===== src/rtl/wiper_motor_seq.sv =====
// Wiper arm sequencer: sweeps a simulated arm park->top->park at the commanded
// rate, always completes a sweep before parking, and counts completed sweeps.
module wiper_motor_seq #(
  parameter int unsigned POS_MAX  = 7,
  parameter int unsigned SLOW_DIV = 4,
  parameter int unsigned FAST_DIV = 1
) (
  input  logic       clk_2,
  input  logic       reset,
  input  logic [1:0] limpador,
  input  logic       trava,
  output logic [2:0] posicao,
  output logic [7:0] led_bar,
  output logic       motor_on,
  output logic       direcao,
  output logic       parked,
  output logic [7:0] sweep_cnt
);

  localparam int unsigned TW = (SLOW_DIV > 1) ? $clog2(SLOW_DIV) : 1;
  localparam logic [TW-1:0] SLOW_LAST = TW'(SLOW_DIV - 1);
  localparam logic [TW-1:0] FAST_LAST = TW'(FAST_DIV - 1);
  localparam logic [2:0]    POS_TOP   = 3'(POS_MAX);

  typedef enum logic [1:0] {
    PARK       = 2'd0,
    SWEEP_UP   = 2'd1,
    SWEEP_DOWN = 2'd2
  } state_e;

  state_e          state_q, state_d;
  logic [2:0]      pos_q, pos_d;
  logic [TW-1:0]   timer_q, timer_d;
  logic            fast_q, fast_d;     // speed register: 0 slow, 1 fast
  logic [7:0]      cnt_q, cnt_d;

  logic            cmd_on_c;
  logic            cmd_fast_c;
  logic [TW-1:0]   timer_last_c;
  logic            step_c;

  // Command decode and step divider terminal count
  always_comb begin
    cmd_on_c     = (limpador != 2'b00);
    cmd_fast_c   = (limpador != 2'b01);
    timer_last_c = fast_q ? FAST_LAST : SLOW_LAST;
    step_c       = (timer_q == timer_last_c);
  end

  // Next-state: sweep sequencing, arm stepping, speed sampling, sweep counting
  always_comb begin
    state_d = state_q;
    pos_d   = pos_q;
    timer_d = timer_q;
    fast_d  = fast_q;
    cnt_d   = cnt_q;
    if (!trava) begin
      unique case (state_q)
        PARK: begin
          if (cmd_on_c) begin
            fast_d  = cmd_fast_c;
            timer_d = '0;
            state_d = SWEEP_UP;
          end
        end
        SWEEP_UP: begin
          if (step_c) begin
            timer_d = '0;
            pos_d   = pos_q + 3'd1;
            if ((pos_q + 3'd1) == POS_TOP) begin
              state_d = SWEEP_DOWN;
              if (cmd_on_c) fast_d = cmd_fast_c;
            end
          end else begin
            timer_d = timer_q + TW'(1);
          end
        end
        SWEEP_DOWN: begin
          if (step_c) begin
            timer_d = '0;
            pos_d   = pos_q - 3'd1;
            if (pos_q == 3'd1) begin
              cnt_d = cnt_q + 8'd1;
              if (cmd_on_c) begin
                fast_d  = cmd_fast_c;
                state_d = SWEEP_UP;
              end else begin
                state_d = PARK;
              end
            end
          end else begin
            timer_d = timer_q + TW'(1);
          end
        end
        default: begin
          state_d = PARK;
          pos_d   = 3'd0;
          timer_d = '0;
        end
      endcase
    end
  end

  // State registers; reset snaps the arm to park immediately
  always_ff @(posedge clk_2 or negedge reset) begin
    if (!reset) begin
      state_q <= PARK;
      pos_q   <= 3'd0;
      timer_q <= '0;
      fast_q  <= 1'b0;
      cnt_q   <= 8'd0;
    end else begin
      state_q <= state_d;
      pos_q   <= pos_d;
      timer_q <= timer_d;
      fast_q  <= fast_d;
      cnt_q   <= cnt_d;
    end
  end

  // Output decodes of registered state only
  always_comb begin
    posicao   = pos_q;
    led_bar   = 8'd1 << pos_q;
    motor_on  = (state_q == SWEEP_UP) || (state_q == SWEEP_DOWN);
    direcao   = (state_q == SWEEP_UP);
    parked    = (state_q == PARK);
    sweep_cnt = cnt_q;
  end

endmodule


===== config.mk =====
export PLATFORM = sky130hd
export DESIGN_NAME = wiper_motor_seq
export DESIGN_NICKNAME = d
export VERILOG_FILES = /design/src/rtl/wiper_motor_seq.sv
export SDC_FILE = /design/constraint.sdc
export NUM_CORES = 1
export LEC_CHECK = 0
export CAP_MARGIN = 40
export CELL_PAD_IN_SITES_DETAIL_PLACEMENT = 1
export CELL_PAD_IN_SITES_GLOBAL_PLACEMENT = 2
export CORE_MARGIN = 4
export CORE_UTILIZATION = 26
export CTS_CLUSTER_SIZE = 8
export DETAILED_ROUTE_END_ITERATION = 10
export PLACE_DENSITY_LB_ADDON = 0.1
export SYNTH_ARGS = -nofsm -noshare
export SYNTH_HDL_FRONTEND = slang
export SYNTH_SLANG_ARGS = --single-unit

===== constraint.sdc =====
create_clock -name clk_2 -period 2.1 [get_ports clk_2]
set_clock_uncertainty 0.1 [all_clocks]
set_input_delay 0.42 -clock clk_2 [delete_from_list [all_inputs] [get_ports clk_2]]
set_output_delay 0.42 -clock clk_2 [all_outputs]
set_load 0.01 [all_outputs]

==> flow_summary.json <==
{
  "outcome": "finished, final reports clean",
  "slew_viol_final": 0,
  "grt_setup_unrepaired": "yes",
  "p_leak_nw": 0.745,
  "synth_top_family_by_area": "compound AO/OA/AOI/OAI gates",
  "pin_count": 27,
  "ys_seq_area_share_pct": 37.6,
  "synth_top_area_cell": "dfrtp_1",
  "setup.worst_path.class": "reg2reg",
  "port-buffer-count": 26,
  "cts_hold_buf": 0,
  "async_flop_share_pct": 100,
  "synth_cell_types": 34,
  "critPathSlowestCell": "or3b_4",
  "cp-startpoint": "timer_q[1]$_DFFE_PN0P_",
  "layout_common_cells": "clkdlybuf4s50_1, buf_4, dfrtp_1",
  "area_growth_pct": 49.4,
  "hold_depth": 1,
  "grt_pass1_vias": 968,
  "grt_pass1_wl_um": 4590,
  "drt_pass1_iterations": 4,
  "via_count": 914,
  "gp_congestion": 0.711,
  "hold_viol_final": 0,
  "synth_area_sq_um": 1060,
  "crit_path_start_kind": "flop",
  "core_sq_um": 3800,
  "period_needed_ns": 2.05,
  "drive_above_1_share_pct": 23.2,
  "avgSynthCellArea_sq_um": 10.0,
  "crit_path_end_kind": "flop",
  "synth-adder-area-share_pct": 16.5,
  "max_cap_violations": 0,
  "cts-root-buf": "clkbuf_8",
  "grt_overflow": 0,
  "clock_latency_ns": 0.25,
  "crit_chain": "or3b_4 -> a211o_1 -> a221oi_2 -> mux2_4",
  "cts_tree": "built",
  "nNetsFinal": 171,
  "clk_pin_slew_worst_paths_ns": 0.07,
  "wl_per_cell_um": 13.7,
  "cts_num_sinks": 16,
  "fin_setup_tns_ns": 0,
  "synthSimpleGateAreaFrac_pct": 15.5,
  "fmax_mhz": 487,
  "setup_violations": 0,
  "pwr_density_cell_nw_per_um2": 1300,
  "cp_top_family": "compound AO/OA/AOI/OAI gates",
  "die_x_um": 72.0,
  "hold_class": "reg2reg",
  "synth.top_cell.area_share_pct": 37.6,
  "post-route-drc-count": 0,
  "ys_ff_latch": 16,
  "cp.required_ns": 2.13,
  "grt_max_degree": 17,
  "arrival_ns": 2.09,
  "drt-total-wl_um": 2730,
  "critPathMaxStageDelay_ns": 0.46,
  "hp-start": "sweep_cnt[7]$_DFFE_PN0P_",
  "hold-worst-slack_ns": 0.373,
  "dieArea_sq_um": 5180,
  "drtIter0Drc": 7,
  "synthCells": 106,
  "r2r_start": "timer_q[1]$_DFFE_PN0P_",
  "syn_nets": 125,
  "fin_crit_sh_pct": 97.7,
  "synth-edff-count": 0,
  "tightestPinTransition_ns": 0.296,
  "die_y_um": 72.0,
  "dp_hpwl_um": 2180,
  "synthXorXnorAreaFrac_pct": 5.76,
  "yosys_warnings": 0,
  "num_rows": 22,
  "cts_buffer_depth": 2,
  "initial_utilization_pct": 28.0,
  "min_to": "sweep_cnt[7]$_DFFE_PN0P_",
  "cts_buffers": 3,
  "yosys_most_used_dff": "dfrtp_1",
  "ys_top_cells_by_area": "dfrtp_1, ha_1, o21ai_0",
  "maxSlewHeadroom_pct": 80.2,
  "synthMuxAreaShare_pct": 2.12,
  "ant_nets": 0,
  "peakVddDrop_v": 0.000459,
  "h-tree-depth": 1,
  "synth-compound-area-share_pct": 18.3,
  "diodes": 0,
  "grt_use_total_pct": 11.1,
  "ff2ff_path_depth": 4,
  "worstPathMaxFanout": 5,
  "reg2reg_slack_ns": 0.05,
  "r2r_end": "state_q[0]$_DFFE_PN0P_",
  "via_per_inst": 4.59,
  "grt_antenna_before_repair": 0,
  "path_buf_inv": 0
}
## cell families (layout without fill, tap and decap cells)
| logic type | after synthesis | count (layout) |
|---|---|---|
| AOI/OAI and AO/OA | 24 | 24 |
| xor gates and xnor gates | 7 | 7 |
| DFF | 16 | 16 |
| adders and majority gates | 14 | 14 |
| buffers and inverters | 12 | 57 |
| muxes | 2 | 2 |
| and+or+nand+nor | 31 | 31 |
## repair_timing
action | CTS | global route
gates resized for setup | 16 | 4
endpoints found under the setup margin | 9 | 3
pin swaps | 0 | 4
buffers inserted | 1 | 2
cloned | 0 | 0
## power breakdown
group	internal [W]	switching, W	leakage (nW)
sequential	0.000401	0.0000881	0.208
clock	0.000166	0.000111	0.0288
combinational	0.000666	0.000634	0.508
## metrics by stage
stage | instances | utilization (%) | area [sq um] | setup slack [ns] | power (W)
after floorplan | 106 | - | 1060 | 0.0725 | 0.00113
after global placement | 192 | 38.9 | 1480 | 0.0650 | 0.00174
after detailed placement | 192 | 38.9 | 1480 | 0.0352 | 0.00176
after CTS | 197 | 40.9 | 1550 | -0.00847 | 0.00207
after global routing | 199 | 41.9 | 1590 | -0.0236 | 0.00227
final | 199 | 41.9 | 1590 | 0.0482 | 0.00207
## worst max path at each step
| stage | endpoint | cells past startpoint |
|---|---|---|
| floorplan | state_q[0]$_DFFE_PN0P_ | 5 |
| global placement | state_q[0]$_DFFE_PN0P_ | 5 |
| detailed placement | state_q[0]$_DFFE_PN0P_ | 5 |
| CTS | state_q[0]$_DFFE_PN0P_ | 5 |
| global route | state_q[0]$_DFFE_PN0P_ | 4 |
| finish | state_q[0]$_DFFE_PN0P_ | 4 |
## layer usage
layer | global-route usage, % | up-vias | part of all wire [%]
li1 | - | 456 | -
met1 | 14.9 | 438 | 47
met2 | 17.9 | 18 | 48
met3 | 1.80 | 2 | 4.2
met4 | 4.38 | 0 | 0.81
met5 | 0 | - | 0
## cell usage after synthesis, types with 3 or more instances
library cell,count
nor2b_1,3
nand4_1,3
o21ai_0,9
and2_1,3
xnor2_1,5
inv_1,11
dfrtp_1,16
ha_1,14
a21o_1,3
nand2_1,11
## final cells by class
cell class              instances  area, sq um
clock buffers                   4         55.1
repair buffers                 42          372
inverters                      11         41.3
multi-input cells              78          661
well taps                      48         60.1
fillers                       424         2210
flip-flops and latches         16          402
## registers in the layout, indices dropped and copies added, names as in the netlist
name       count
fast_q         1
posicao        3
timer_q        2
state_q        2
sweep_cnt      8
## worst register-to-register path, stage by stage (launching register included)
cell and delay [ns]:
dfrtp_1 0.42, or3b_4 0.46, a211o_1 0.32, a221oi_2 0.32, mux2_4 0.33
No activity file was read; power rests on OpenSTA's default activity.
